### src/rtl/cache_line_fill_if.sv
// cache_line_fill_if: bundles the refill stream, CPU store-hit port and line
// outputs of cache_line_fill.
//
// Handshake: a refill word moves on every rising edge where mem_valid and
// mem_ready are both high. The source holds mem_data stable while mem_valid
// is high and mem_ready is low. mem_ready depends only on registered state,
// so the source may use it combinationally without creating a loop.
//
// Modports:
//   master - the fill controller / memory side (drives requests and data)
//   slave  - the cache_line_fill block
interface cache_line_fill_if;
  logic         start;
  logic [1:0]   start_sel;
  logic [31:0]  mem_data;
  logic         mem_valid;
  logic         mem_ready;
  logic         cpu_we;
  logic [1:0]   cpu_sel;
  logic [31:0]  cpu_wdata;
  logic [127:0] line_out;
  logic         line_valid;
  logic         busy;
  logic         fill_done;
  logic [1:0]   fsm_state;   // debug view of the fill FSM

  modport master (
    output start, start_sel, mem_data, mem_valid, cpu_we, cpu_sel, cpu_wdata,
    input  mem_ready, line_out, line_valid, busy, fill_done, fsm_state
  );

  modport slave (
    input  start, start_sel, mem_data, mem_valid, cpu_we, cpu_sel, cpu_wdata,
    output mem_ready, line_out, line_valid, busy, fill_done, fsm_state
  );
endinterface

### src/rtl/cache_line_fill.sv
// cache_line_fill: assembles a 4 x 32-bit cache line from a refill stream,
// critical-word-first with wrap, and merges CPU store hits into a completed
// line.
//
// Ports:
//   clk   - rising-edge clock
//   rst_n - asynchronous active-low reset
//   bus   - cache_line_fill_if.slave: start/start_sel request, mem_data/
//           mem_valid/mem_ready refill stream, cpu_we/cpu_sel/cpu_wdata store
//           port, line_out/line_valid/busy/fill_done status, fsm_state debug.
module cache_line_fill (
  input  logic              clk,
  input  logic              rst_n,
  cache_line_fill_if.slave  bus
);

  localparam logic [1:0] IDLE = 2'd0;
  localparam logic [1:0] FILL = 2'd1;
  localparam logic [1:0] DONE = 2'd2;

  logic [1:0]  state;
  logic [1:0]  ptr;
  logic [1:0]  cnt;
  logic        line_valid_q;
  logic [31:0] words [4];

  always_ff @(posedge clk or negedge rst_n) begin
    if (!rst_n) begin
      state        <= IDLE;
      ptr          <= 2'd0;
      cnt          <= 2'd0;
      line_valid_q <= 1'b0;
      for (int i = 0; i < 4; i++) words[i] <= 32'd0;
    end else begin
      case (state)
        IDLE: begin
          // A start in the same cycle as a store hit wins; the store is lost
          // because the line is about to be replaced anyway.
          if (bus.start) begin
            state        <= FILL;
            ptr          <= bus.start_sel;
            cnt          <= 2'd0;
            line_valid_q <= 1'b0;
          end else if (bus.cpu_we && line_valid_q) begin
            words[bus.cpu_sel] <= bus.cpu_wdata;
          end
        end
        FILL: begin
          if (bus.mem_valid) begin
            words[ptr] <= bus.mem_data;
            ptr        <= ptr + 2'd1;   // 2-bit wrap gives critical-word-first order
            cnt        <= cnt + 2'd1;
            if (cnt == 2'd3) state <= DONE;
          end
        end
        DONE: begin
          line_valid_q <= 1'b1;
          state        <= IDLE;
        end
        default: state <= IDLE;
      endcase
    end
  end

  // Status outputs decode registered state only.
  assign bus.mem_ready  = (state == FILL);
  assign bus.busy       = (state != IDLE);
  assign bus.fill_done  = (state == DONE);
  assign bus.line_valid = line_valid_q;
  assign bus.line_out   = {words[3], words[2], words[1], words[0]};
  assign bus.fsm_state  = state;

endmodule

### src/flat_wrapper.sv
// flat-port wrapper written by rule: the top's interface ports become plain ports
module cache_line_fill_flat 
  (clk, rst_n, bus_start, bus_start_sel, bus_mem_data, bus_mem_valid, bus_cpu_we, bus_cpu_sel, bus_cpu_wdata, bus_mem_ready, bus_line_out, bus_line_valid, bus_busy, bus_fill_done, bus_fsm_state);
  cache_line_fill_if bus_i ();
  input  logic clk;
  input  logic rst_n;
  input wire logic [$bits(bus_i.start)-1:0] bus_start;
  input wire logic [$bits(bus_i.start_sel)-1:0] bus_start_sel;
  input wire logic [$bits(bus_i.mem_data)-1:0] bus_mem_data;
  input wire logic [$bits(bus_i.mem_valid)-1:0] bus_mem_valid;
  input wire logic [$bits(bus_i.cpu_we)-1:0] bus_cpu_we;
  input wire logic [$bits(bus_i.cpu_sel)-1:0] bus_cpu_sel;
  input wire logic [$bits(bus_i.cpu_wdata)-1:0] bus_cpu_wdata;
  output wire logic [$bits(bus_i.mem_ready)-1:0] bus_mem_ready;
  output wire logic [$bits(bus_i.line_out)-1:0] bus_line_out;
  output wire logic [$bits(bus_i.line_valid)-1:0] bus_line_valid;
  output wire logic [$bits(bus_i.busy)-1:0] bus_busy;
  output wire logic [$bits(bus_i.fill_done)-1:0] bus_fill_done;
  output wire logic [$bits(bus_i.fsm_state)-1:0] bus_fsm_state;
  assign bus_i.start = bus_start;
  assign bus_i.start_sel = bus_start_sel;
  assign bus_i.mem_data = bus_mem_data;
  assign bus_i.mem_valid = bus_mem_valid;
  assign bus_i.cpu_we = bus_cpu_we;
  assign bus_i.cpu_sel = bus_cpu_sel;
  assign bus_i.cpu_wdata = bus_cpu_wdata;
  assign bus_mem_ready = bus_i.mem_ready;
  assign bus_line_out = bus_i.line_out;
  assign bus_line_valid = bus_i.line_valid;
  assign bus_busy = bus_i.busy;
  assign bus_fill_done = bus_i.fill_done;
  assign bus_fsm_state = bus_i.fsm_state;
  cache_line_fill u_core (.clk(clk), .rst_n(rst_n), .bus(bus_i));
endmodule
### config.mk
export PLATFORM = sky130hd
export DESIGN_NAME = cache_line_fill_flat
export DESIGN_NICKNAME = d
export VERILOG_FILES = /design/src/rtl/cache_line_fill_if.sv /design/src/rtl/cache_line_fill.sv /design/src/flat_wrapper.sv
export SDC_FILE = /design/constraint.sdc
export NUM_CORES = 1
export LEC_CHECK = 0
export CAP_MARGIN = 15
export CORE_UTILIZATION = 45
export DETAILED_ROUTE_END_ITERATION = 8
export PLACE_DENSITY_LB_ADDON = 0.1
export RECOVER_POWER = 50
export SYNTH_ARGS = -nofsm -noshare
export SYNTH_HDL_FRONTEND = slang
export SYNTH_SLANG_ARGS = --single-unit
export TNS_END_PERCENT = 10
### constraint.sdc
create_clock -name clk -period 2.2 [get_ports clk]
set_input_delay 0.33 -clock clk [delete_from_list [all_inputs] [get_ports clk]]
set_output_delay 0.33 -clock clk [all_outputs]
set_load 0.03 [all_outputs]
# Yosys cells after proc, flatten, opt, wreduce, memory -nomap -nowiden

Cells that the tools add are included.

Bits in registers: 135
Input port bits: 73
Word-level logic and storage cells: 57

Add/sub/neg operators: 2
Order comparisons: 4
Equality and inequality tests: 8
Muxes and demuxes: 22
Bitwise gates (word level): 2
Reduce and logical (&&, ||, !) cells: 11

Operators by type and width:

| kind                | number |
|---|---|
| $mux 128            | 3 |
| $bwmux 128          | 2 |
| $pmux 128 s2        | 1 |
| $demux 32 s2        | 2 |
| $mux 32             | 2 |
| $mux 2              | 7 |
| $pmux 2 s2          | 3 |
| $ge 3x3->1 const B  | 2 |
| $lt 3x1->1 const B  | 2 |
| $ne 2x2->1 const B  | 3 |
| $not 2->3           | 2 |
| $reduce_and 3->1    | 2 |
| $reduce_bool 2->1   | 3 |
| $add 2x1->2 const B | 2 |
| $eq 2x2->1 const B  | 2 |
| $ne 2x1->1 const B  | 2 |
| $reduce_and 4->1    | 1 |
| $logic_and 1x1->1   | 3 |
| $eq 2x1->1 const B  | 1 |
| $logic_not 2->1     | 1 |
| $pmux 1 s2          | 1 |
| $reduce_and 2->1    | 1 |
| $mux 1              | 1 |

# Logic depth before layout (Yosys ltp)

Gate-level depths: netlist (run 1).

Depth in word-level cells: 9
Gate-level depth with buffers: 7
Gate-level depth less buffers: 5

# Worst setup path after synthesis (run 1)

No wires, ideal clock.

Path kind: register to output
Start point: register u_core.state[1], in the netlist u_core.bus.fsm_state[1]
End point: output bus_fill_done
Data arrival time: 1.599 ns
Required time: 1.870 ns
Slack: 0.271 ns
Stages on the path, launching flop included: 4
Path buffers: 2
Cells stage by stage: dfrtp_1 > buf_1 > clkbuf_1 > nor2b_1

Longest elaborated chain between the ends: 1

RTL lines:

| element                | RTL line              | RTL |
|---|---|---|
| start, declared        | cache_line_fill.sv:21 | `logic [1:0] state;` |
| start signal, assigned | cache_line_fill.sv:29 | `state <= IDLE;` |
| start signal, assigned | cache_line_fill.sv:40 | `state <= FILL;` |
| start signal, assigned | cache_line_fill.sv:53 | `if (cnt == 2'd3) state <= DONE;` |
| $eq 2x2->1             | cache_line_fill.sv:68 | `assign bus.fill_done = (state == DONE);` |
| end, declared          | flat_wrapper.sv:18    | `output wire logic [$bits(bus_i.fill_done)-1:0] bus_fill_done;` |

No other way between the ends.

# Final worst setup path (run 1)

Start point: register u_core.ptr[0]
End point: register u_core.words (netlist bit u_core.bus.line_out[5])

Longest elaborated chain between the ends: 8
Elaborated cells on any way between the ends: 9
Classes of those cells: 2 x order compare; 5 x mux; 1 x bitwise; 1 x reduce/logical

RTL lines:

| element                                                               | RTL line              | RTL |
|---|---|---|
| start, declared                                                       | cache_line_fill.sv:22 | `logic [1:0] ptr;` |
| start signal, assigned                                                | cache_line_fill.sv:41 | `ptr <= bus.start_sel;` |
| start signal, assigned                                                | cache_line_fill.sv:51 | `ptr <= ptr + 2'd1;` |
| $not 2->3 (not written as such) (*)                                   | cache_line_fill.sv:50 | `words[ptr] <= bus.mem_data;` |
| $ge 3x3->1 (not written as such) / $lt 3x1->1 (equally long branches) | cache_line_fill.sv:50 |  |
| $logic_and 1x1->1 (not written as such)                               | cache_line_fill.sv:50 |  |
| $mux 32 (not written as such)                                         | cache_line_fill.sv:50 |  |
| $demux 32 s2 (*)                                                      | cache_line_fill.sv:50 |  |
| $bwmux 128 (*)                                                        | cache_line_fill.sv:50 |  |
| $mux 128 (*)                                                          | cache_line_fill.sv:49 | `if (bus.mem_valid) begin` |
| $pmux 128 s2 (*)                                                      | cache_line_fill.sv:35 | `case (state)` |
| end signal, assigned by index                                         | cache_line_fill.sv:45 | `words[bus.cpu_sel] <= bus.cpu_wdata;` |
| end signal, assigned by index                                         | cache_line_fill.sv:50 |  |
| end, declared                                                         | cache_line_fill.sv:25 | `logic [31:0] words [4];` |

Mark *: on every way between the ends. The rest lies on a longest branch, timed or not. The select of a mux whose other input is x is not followed.
A chain may end at the register's enable or synchronous reset.

==> results.tsv, run 1 <==
metric	value	unit
outcome	completed	
FF-to-FF Start	u_core.ptr[0]	
WP data arrival	2.34	ns
Final period util	94.7	%
area of the multi-input gates	0.00573	sq mm
Max Slew Vio Count	0	
CP startpoint kind	register	
reported leakage power	5.11	nW
Fin. Hold Viols	0	
CTS Buffer Depth	2	
dpl ws	-0.0204	ns
Row Count	54	
Critical Path RT	2.46	ns
Clk pin slew, worst setup/hold paths	0.06	ns
Syn-to-layout area delta	29.1	%
clk_lat worst skew	0.43	ns
register area	0.00339	sq mm
Ys Warns	0	
Primary FF master, synth	dfrtp_1	
WL/cell	24.3	um
post-route cell area	0.0129	sq mm
pin count of the biggest net entering global routing	122	
initial antenna violation count	0	
syn_area_per_cell	9.00	sq um
HP Start	u_core.cnt[1]	
worst-margin pin slew	1.37	ns
Buffers on Ports	206	
net count after synthesis	1187	
minimum clock period	2.08	ns
CTS tree	built	
n_diodes	0	
ANT nets after route	0	
clock sinks	135	
Final Wtd Congestion	0.864	
grt total ovfl	0	
Starting Density	45.9	%
CTS Root Cell	clkbuf_16	
commonest non-fill, non-tap cell in the layout	a31oi_1	
Worst Skew	0.00704	ns
DIE WIDTH	151	um
sequential area share after synthesis	33.8	%
Crit Path Max Fanout	11	
max_cap viols	0	
fin nets	1304	
first-pass GRT wire length	56900	um
Synth Instances	1109	
vias in the first global route	9587	
Filler cells	1928	
Worst Setup SP	u_core.ptr[0]	
Max Clock Freq	0.480	GHz
Layout Utilization	59.2	%
Cell variety after synth	41	
most frequent cells in the layout	a31oi_1 (193), clkdlybuf4s50_1 (170), dfrtp_1 (133)	
routed vias	10400	
DR vias/cell	6.85	
hpwl dp	23000	um
Peak VDD IR	0.000652	V
Routed WL	36900	um
async set-reset flop share out of synthesis	100	%
total track usage	32.5	%
DRC viols	0	
Die Y	151	um
Core ar.	0.0218	sq mm
Synth Register Bits	135	
Ports	207	
Post-synth EDFFs	0	
Pwr Density	1330	mW/mm^2
H-tree levels	4	
Die Footprint	0.0228	sq mm
RSZ-0062 raised after global routing	false	
final setup fails	0	
DP Area	0.0123	sq mm
Mapped Area	0.00998	sq mm
max_slew headroom	8.47	%
Min-Delay Path Class	register to register	
worst setup margin	0.117	ns
layout cells sized above 1	7.84	%
drt initial violations	1126	
worst setup path category	register to register	
CTS Buf Count	17	
TritonRoute pass-1 iters	6	
crit path capture type	register	
state kept, by name, summed over array words and instances, names as in the netlist:
signal,cells
u_core.bus.fsm_state,2
u_core.bus.line_valid,1
u_core.cnt,2
u_core.bus.line_out,128
u_core.ptr,2
through the flow:
step                hold slack (ns)  std cells  power (W)  TNS, ns
CTS                           0.436       1518     0.0172        0
global route                  0.567       1518     0.0182        0
detailed placement            0.322       1486     0.0142  -0.0338
global placement              0.316       1486     0.0140        0
floorplan                    0.0344       1109     0.0107        0
finish                        0.530       1518     0.0172        0
layer usage:
metal / share of wire, % / track usage (%)
met5: 0 / 0
met4: 2.9 / 12.3
met3: 9.1 / 5.90
met2: 46 / 48.9
met1: 42 / 46.3
critical path: stages, from the launching register on:
cell and delay, ns:
dfrtp_1 0.38, inv_1 0.10, ha_1 0.22, nand3b_1 0.12, a21boi_1 0.86, a221oi_1 0.23
path summary, 6_finish.rpt:
kind,slack [ns],end,depth (start not counted)
worst max-delay path,0.12,u_core.bus.line_out[5],5
worst min register to register,0.53,u_core.cnt[1],2
worst min-delay path,0.53,u_core.cnt[1],2
worst max register to register,0.12,u_core.bus.line_out[5],5
min in group asynchronous,0.74,u_core.bus.line_out[34],2
max in group asynchronous,0.35,u_core.bus.line_out[24],3
where the power goes:
group          leakage, nW  switching [W]  internal (W)  total, W
clock network        0.292        0.00113       0.00182   0.00296
logic                 3.37        0.00593       0.00413    0.0101
registers             1.45       0.000845       0.00330   0.00415
cell families (layout without fill, tap and decap cells):
group / count (synthesis) / in the layout / share of synthesized area (%)
simple gates: 248 / 248 / 20.7
mux: 6 / 6 / 0.614
flops: 135 / 135 / 33.8
compound gates: 493 / 493 / 35.1
fa+ha+maj: 5 / 5 / 0.627
buf+inv: 222 / 351 / 9.11
area by class of cell:
type	instances	share of cell area, %
multi-input cells	752	44.5
flip-flops and latches	135	26.3
repair buffers	253	20.0
clock buffers	21	3.57
well taps	280	2.72
inverters	67	1.95
clock inverters	10	0.990
synth_stat cells (7+ instances only):
| cell | number | area (sq um) |
|---|---|---|
| o211ai_1 | 130 | 976 |
| nor2b_1 | 7 | 43.8 |
| a31oi_1 | 193 | 1210 |
| clkbuf_1 | 114 | 428 |
| and2_1 | 96 | 601 |
| a221oi_1 | 29 | 254 |
| dfrtp_1 | 135 | 3380 |
| nand4bb_1 | 10 | 113 |
| or4bb_1 | 21 | 236 |
| buf_2 | 27 | 135 |
| inv_1 | 66 | 248 |
| and4b_1 | 95 | 951 |
| o221ai_1 | 30 | 263 |
| a22o_1 | 30 | 263 |
| o31ai_1 | 30 | 225 |
| a21oi_1 | 37 | 185 |
timing repair:
action,CTS,global route
setup buffers,0,0
resized for setup,2,0
hold buffers,1,0
endpoints found under the setup margin,2,0
hold endpoints to repair,48,0
Note: power is estimated with default switching activity, not from simulation.
==> run 2: changes to the inputs <==
CTS_CLUSTER_DIAMETER = 60   (was default)
==> results of run 2 <==
Same layout as run 1: the final DEF is identical, and so are final timing and power.
